[config.mk]
export PLATFORM = sky130hd
export DESIGN_NAME = bus_master_ctrl
export DESIGN_NICKNAME = d
export VERILOG_FILES = /design/src/rtl/bus_master_ctrl.sv
export SDC_FILE = /design/constraint.sdc
export NUM_CORES = 1
export LEC_CHECK = 0
export BUFFER_PORTS_ARGS = -buffer_cell sky130_fd_sc_hd__buf_2
export CAP_MARGIN = 5
export CORE_MARGIN = 5
export CORE_UTILIZATION = 38
export CTS_CLUSTER_SIZE = 10
export DETAILED_ROUTE_END_ITERATION = 10
export GPL_TIMING_DRIVEN = 0
export PLACE_DENSITY = 0.89
export SYNTH_ARGS = -nofsm -noshare
export SYNTH_HDL_FRONTEND = slang
export SYNTH_SLANG_ARGS = --single-unit
[constraint.sdc]
create_clock -name clk -period 1.85 [get_ports clk]
set_input_delay 0.185 -clock clk [delete_from_list [all_inputs] [get_ports clk]]
set_output_delay 0.185 -clock clk [all_outputs]
set_load 0.005 [all_outputs]
[src/rtl/bus_master_ctrl.sv]
// Pipelined ping-pong transfer controller for data_path: overlaps address and
// data phases across two register slots and returns one response per request.
module bus_master_ctrl #(
  parameter int ADDR_W  = 16,
  parameter int DATA_W  = 32,
  parameter int TIMEOUT = 15
) (
  input  logic              clk,
  input  logic              rst,
  input  logic              req_valid,
  output logic              req_ready,
  input  logic              req_write,
  input  logic [ADDR_W-1:0] req_addr,
  input  logic [DATA_W-1:0] req_wdata,
  output logic              rsp_valid,
  output logic [DATA_W-1:0] rsp_rdata,
  output logic              rsp_err,
  output logic [ADDR_W-1:0] data_in1,
  output logic [ADDR_W-1:0] data_in2,
  output logic [DATA_W-1:0] data_in3,
  output logic [DATA_W-1:0] data_in4,
  output logic              sel1,
  output logic              sel2,
  output logic              sel3,
  output logic              sel4,
  output logic              mux1,
  output logic              mux2,
  output logic              Aout,
  output logic              Dout,
  output logic              hwrite,
  input  logic [DATA_W-1:0] dout,
  input  logic              rdyout,
  input  logic [1:0]        respout
);

  localparam logic [7:0] TIMEOUT_C = 8'(TIMEOUT);

  logic              a_vld_q, a_vld_d;
  logic              a_slot_q, a_slot_d;
  logic              a_write_q, a_write_d;
  logic              d_vld_q, d_vld_d;
  logic              d_slot_q, d_slot_d;
  logic              d_write_q, d_write_d;
  logic [7:0]        wcnt_q, wcnt_d;
  logic              wptr_q, wptr_d;
  logic              rsp_valid_q, rsp_valid_d;
  logic              rsp_err_q, rsp_err_d;
  logic [DATA_W-1:0] rsp_rdata_q, rsp_rdata_d;

  logic d_done_s;
  logic adv_s;
  logic acc_s;

  // Handshake and pipeline advance conditions
  always_comb begin
    d_done_s  = d_vld_q & (rdyout | (wcnt_q == TIMEOUT_C));
    adv_s     = a_vld_q & (~d_vld_q | d_done_s);
    req_ready = ~a_vld_q | adv_s;
    acc_s     = req_valid & req_ready;
  end

  // Next-state computation for both pipeline stages and the response register
  always_comb begin
    a_vld_d     = a_vld_q;
    a_slot_d    = a_slot_q;
    a_write_d   = a_write_q;
    wptr_d      = wptr_q;
    d_vld_d     = d_vld_q;
    d_slot_d    = d_slot_q;
    d_write_d   = d_write_q;
    wcnt_d      = wcnt_q;
    rsp_valid_d = 1'b0;
    rsp_err_d   = 1'b0;
    rsp_rdata_d = '0;

    // A completing transfer frees its slot, so accept may reuse it in the same cycle
    if (acc_s) begin
      a_vld_d   = 1'b1;
      a_slot_d  = wptr_q;
      a_write_d = req_write;
      wptr_d    = ~wptr_q;
    end else if (adv_s) begin
      a_vld_d = 1'b0;
    end else begin
      a_vld_d = a_vld_q;
    end

    if (adv_s) begin
      d_vld_d   = 1'b1;
      d_slot_d  = a_slot_q;
      d_write_d = a_write_q;
      wcnt_d    = 8'd0;
    end else if (d_done_s) begin
      d_vld_d = 1'b0;
    end else if (d_vld_q) begin
      wcnt_d = wcnt_q + 8'd1;
    end else begin
      wcnt_d = wcnt_q;
    end

    if (d_done_s) begin
      rsp_valid_d = 1'b1;
      if (rdyout) begin
        rsp_err_d   = (respout != 2'b00);
        rsp_rdata_d = d_write_q ? '0 : dout;
      end else begin
        rsp_err_d   = 1'b1;
        rsp_rdata_d = '0;
      end
    end else begin
      rsp_valid_d = 1'b0;
    end
  end

  // State registers; reset drops any in-flight transfers silently
  always_ff @(posedge clk or posedge rst) begin
    if (rst) begin
      a_vld_q     <= 1'b0;
      a_slot_q    <= 1'b0;
      a_write_q   <= 1'b0;
      d_vld_q     <= 1'b0;
      d_slot_q    <= 1'b0;
      d_write_q   <= 1'b0;
      wcnt_q      <= 8'd0;
      wptr_q      <= 1'b0;
      rsp_valid_q <= 1'b0;
      rsp_err_q   <= 1'b0;
      rsp_rdata_q <= '0;
    end else begin
      a_vld_q     <= a_vld_d;
      a_slot_q    <= a_slot_d;
      a_write_q   <= a_write_d;
      d_vld_q     <= d_vld_d;
      d_slot_q    <= d_slot_d;
      d_write_q   <= d_write_d;
      wcnt_q      <= wcnt_d;
      wptr_q      <= wptr_d;
      rsp_valid_q <= rsp_valid_d;
      rsp_err_q   <= rsp_err_d;
      rsp_rdata_q <= rsp_rdata_d;
    end
  end

  // a_slot only changes on accept, so mux1 naturally holds when the stage is empty
  assign mux1      = a_slot_q;
  assign mux2      = d_slot_q;
  assign Aout      = a_vld_q;
  assign hwrite    = a_vld_q & a_write_q;
  assign Dout      = d_vld_q & d_write_q;

  assign sel1      = acc_s & ~wptr_q;
  assign sel3      = acc_s & ~wptr_q;
  assign sel2      = acc_s & wptr_q;
  assign sel4      = acc_s & wptr_q;

  assign data_in1  = req_addr;
  assign data_in2  = req_addr;
  assign data_in3  = req_wdata;
  assign data_in4  = req_wdata;

  assign rsp_valid = rsp_valid_q;
  assign rsp_err   = rsp_err_q;
  assign rsp_rdata = rsp_rdata_q;

endmodule

==> flow_metrics.py <==
metrics = {
    "cts": {
        "cts_tree": "yes",
        "cts.sinks": 49,
        "cts.reportedPaths.clkPinSlew_ns": 0.10,
        "clock_latency_ns": 0.30,
        "htree_num_levels": 2,
        "clock_path_buffers": 2,
        "root_buffer": "clkbuf_8",
        "numCtsBuffers": 5,
    },
    "sta": {
        "maxSlewViolCount": 0,
        "fin_hold_ws_ns": 0.0800,
        "finalHoldViolations": 0,
        "fmax_mhz": 471,
        "fin_crit_sh_pct": 115,
        "rsz0062_at_grt": "yes",
        "period_minus_slack_ns": 2.12,
        "layout_setup_ws_ns": -0.274,
        "tightest_slew_ns": 0.477,
        "finalSetupViolCount": 5,
        "maxSlewHeadroom_pct": 67.9,
        "skew_ns": 0.00502,
    },
    "worst_setup_path": {
        "crit_arrival_ns": 1.94,
        "cpMaxStageDelayCell": "or4_4",
        "end_kind": "output port",
        "timing.critical_path.mode_cell": "buf_6",
        "cp_slowest_stage_delay_ns": 0.56,
        "cp-startpoint": "wcnt_q[6]",
        "critical_path_class": "register to output port",
        "required_ns": 1.66,
        "critPathBufInv": 2,
        "cp_max_fo": 4,
        "regToRegSetupSlack_ns": 0.03,
        "crit_end": "sel4",
        "crit_path_cell_trace": "or4_4 -> o211ai_4 -> and3_4 -> buf_6 -> buf_6",
        "path_depth": 5,
        "r2r_start": "wcnt_q[6]",
        "critical-path-top-delay-family": "simple AND/OR/NAND/NOR gates",
        "rr_endpoint": "a_write_q",
        "startpoint_type": "register",
        "r2r.worst_path.cells": 5,
    },
    "synth": {
        "synthAdderAreaFrac_pct": 0.489,
        "ys_seq_elements": 49,
        "yosysTopAreaCellShare_pct": 47.9,
        "synth_ff_type": "dfrtp_1",
        "synthDistinctLibCells": 34,
        "synth_area_sq_mm": 0.00256,
        "synth_commonest_cells": "buf_4, dfrtp_1, and2_1",
        "synth_xor_area_share_pct": 1.03,
        "syn_avg_cell_area_sq_um": 10.7,
        "synth_compound_area_share_pct": 4.50,
        "synth_edf_count": 0,
        "synth_area_leaders": "dfrtp_1, buf_4, and2_1, mux2_2, nand3_1",
        "yosysSeqAreaShare_pct": 47.9,
        "yosys.area_share.simple_pct": 14.6,
        "yosysMostFrequentCell": "buf_4",
        "synth_top_family_by_area": "buffers and inverters",
        "synthMuxAreaShare_pct": 1.91,
        "yosysWarnings": 0,
        "synth_fp_nets": 326,
        "synth_cells": 238,
        "synth_top_area_cell": "dfrtp_1",
        "async_reset_ff_share_pct": 100,
    },
    "pwr": {
        "leakagePower_uw": 0.00223,
        "worst_ir_drop_vdd_v": 0.000351,
        "power_density_mw_per_mm2": 725,
    },
    "place": {
        "placed_cell_area_sq_mm": 0.00356,
        "dp_slack_ns": -0.0759,
        "port_buffers": 178,
        "hpwl_mm": 6.27,
        "gp_congestion": 0.833,
    },
    "layout": {
        "final_util_pct": 58.2,
        "antenna_cells": 0,
        "finalInstanceArea_sq_mm": 0.00376,
        "nets": 518,
        "syn2layout_area_growth_pct": 47.0,
        "layout-drive-gt1-share_pct": 70.3,
    },
    "floorplan": {
        "core_area_sq_mm": 0.00646,
        "die_h_um": 92.0,
        "fp.dieArea_sq_mm": 0.00847,
        "start_util_pct": 39.6,
        "die_x_um": 92.0,
        "io_pins": 227,
        "rows": 29,
    },
    "min_path": {
        "min_from": "dout[6]",
        "hp-class": "input port to register",
    },
    "outcome": {
        "violations": "setup timing",
        "status": "finished, violations left",
    },
    "flow_run": {
        "max-cap-violations": 0,
    },
    "route": {
        "drt-initial-drc-count": 47,
        "drt-vias-per-instance": 4.31,
        "finalWirelength_mm": 7.34,
        "num_vias": 2187,
        "firstDrtPassIters": 4,
        "antenna_left": 0,
        "drc": 0,
        "wl_per_cell_um": 14.5,
    },
    "grt": {
        "grt_usage_pct": 16.2,
        "grt_pass1_vias": 2319,
        "grt.overflow.total": 0,
        "grt_max_degree": 38,
        "grt_pass1_wl_mm": 11.0,
        "antenna_found_initial": 0,
    },
}
-- state kept, by name, summed over array words and instances (netlist names) --
register / count
rsp_rdata: 32
wcnt_q: 8
Aout: 1
a_write_q: 1
d_vld_q: 1
d_write_q: 1
mux1: 1
mux2: 1
rsp_err: 1
rsp_valid: 1
wptr_q: 1
-- worst reg2reg max path, delay by kind of cell (launching register included) --
family | cells | cell delay, ns
flip-flops | 1 | 0.40
multiplexers | 1 | 0.28
buffers and inverters | 1 | 0.13
AO/OA/AOI/OAI | 1 | 0.25
AND/OR/NAND/NOR | 2 | 0.65
-- cells in the final DEF, fill, tap and decap left out, types with 2 or more instances in the layout --
| cell | Yosys | layout |
|---|---|---|
| xnor2_1 | 2 | 2 |
| o31ai_1 | 2 | 2 |
| nand3_1 | 5 | 5 |
| nor2_1 | 6 | 5 |
| buf_4 | 98 | 101 |
| dfrtp_1 | 49 | 49 |
| o21ai_0 | 4 | 4 |
| and2_1 | 34 | 34 |
| buf_6 | 0 | 3 |
| nand2b_1 | 2 | 2 |
| mux2_2 | 3 | 3 |
| clkbuf_8 | 0 | 5 |
| buf_2 | 0 | 177 |
| nand2_1 | 6 | 6 |
| clkbuf_1 | 3 | 3 |
-- power breakdown --
part | total (uW) | internal, uW | switching (uW)
registers | 1250 | 1180 | 65.7
logic | 696 | 429 | 267
clock network | 785 | 414 | 370
total | 2730 | 2020 | 703
-- timing repair --
action                     in CTS  in global routing
gates resized for setup         5                  2
gates cloned                    0                  0
pin swaps                       4                  0
setup endpoints to repair       5                  8
hold endpoints to repair       12                  0
hold buffers                    1                  0
setup buffers                   4                  2
-- logic make-up (layout without fill, tap and decap cells) --
family          Yosys count  in the layout
xor+xnor                  3              3
simple gates             63             63
mux                       4              4
flops                    49             49
fa+ha+maj                 1              1
compound gates           15             15
buf+inv                 103            296
-- cell type report --
class                           count  area, sq um
Buffer                            101          751
Clock buffer                        5         68.8
Sequential cell                    49         1230
Tap cell                           77         96.3
Multi-Input combinational cell     86          592
Timing Repair Buffer              185          968
Clock inverter                      3         50.0
Inverter                            2         7.51
Fill cell                         572         2700
-- routing by layer --
metal	part of all wire, %	up-vias	track usage, %
li1	-	1042	-
met1	31	1016	14.5
met2	57	117	32.9
met3	9.3	12	6.06
met4	2.3	0	4.70
met5	0	-	0
-- worst min path at each step --
stage	end	slack [ns]	depth (start not counted)
after global routing	rsp_rdata[7]	0.07	2
after CTS	rsp_rdata[7]	0.07	2
after detailed placement	rsp_rdata[27]	0.14	2
after global placement	rsp_rdata[9]	0.39	2
after floorplan	rsp_err	0.29	1
final	rsp_rdata[6]	0.08	2
-- metrics by stage --
stage | total power (uW) | cells | TNS (ns)
finish | 2730 | 508 | -0.861
global route | 2870 | 508 | -1.20
CTS | 2760 | 507 | -0.955
detailed placement | 1940 | 494 | -0.151
global placement | 1920 | 493 | -1.06
floorplan | 1620 | 238 | 0
Power figures use the tool's default switching activity.
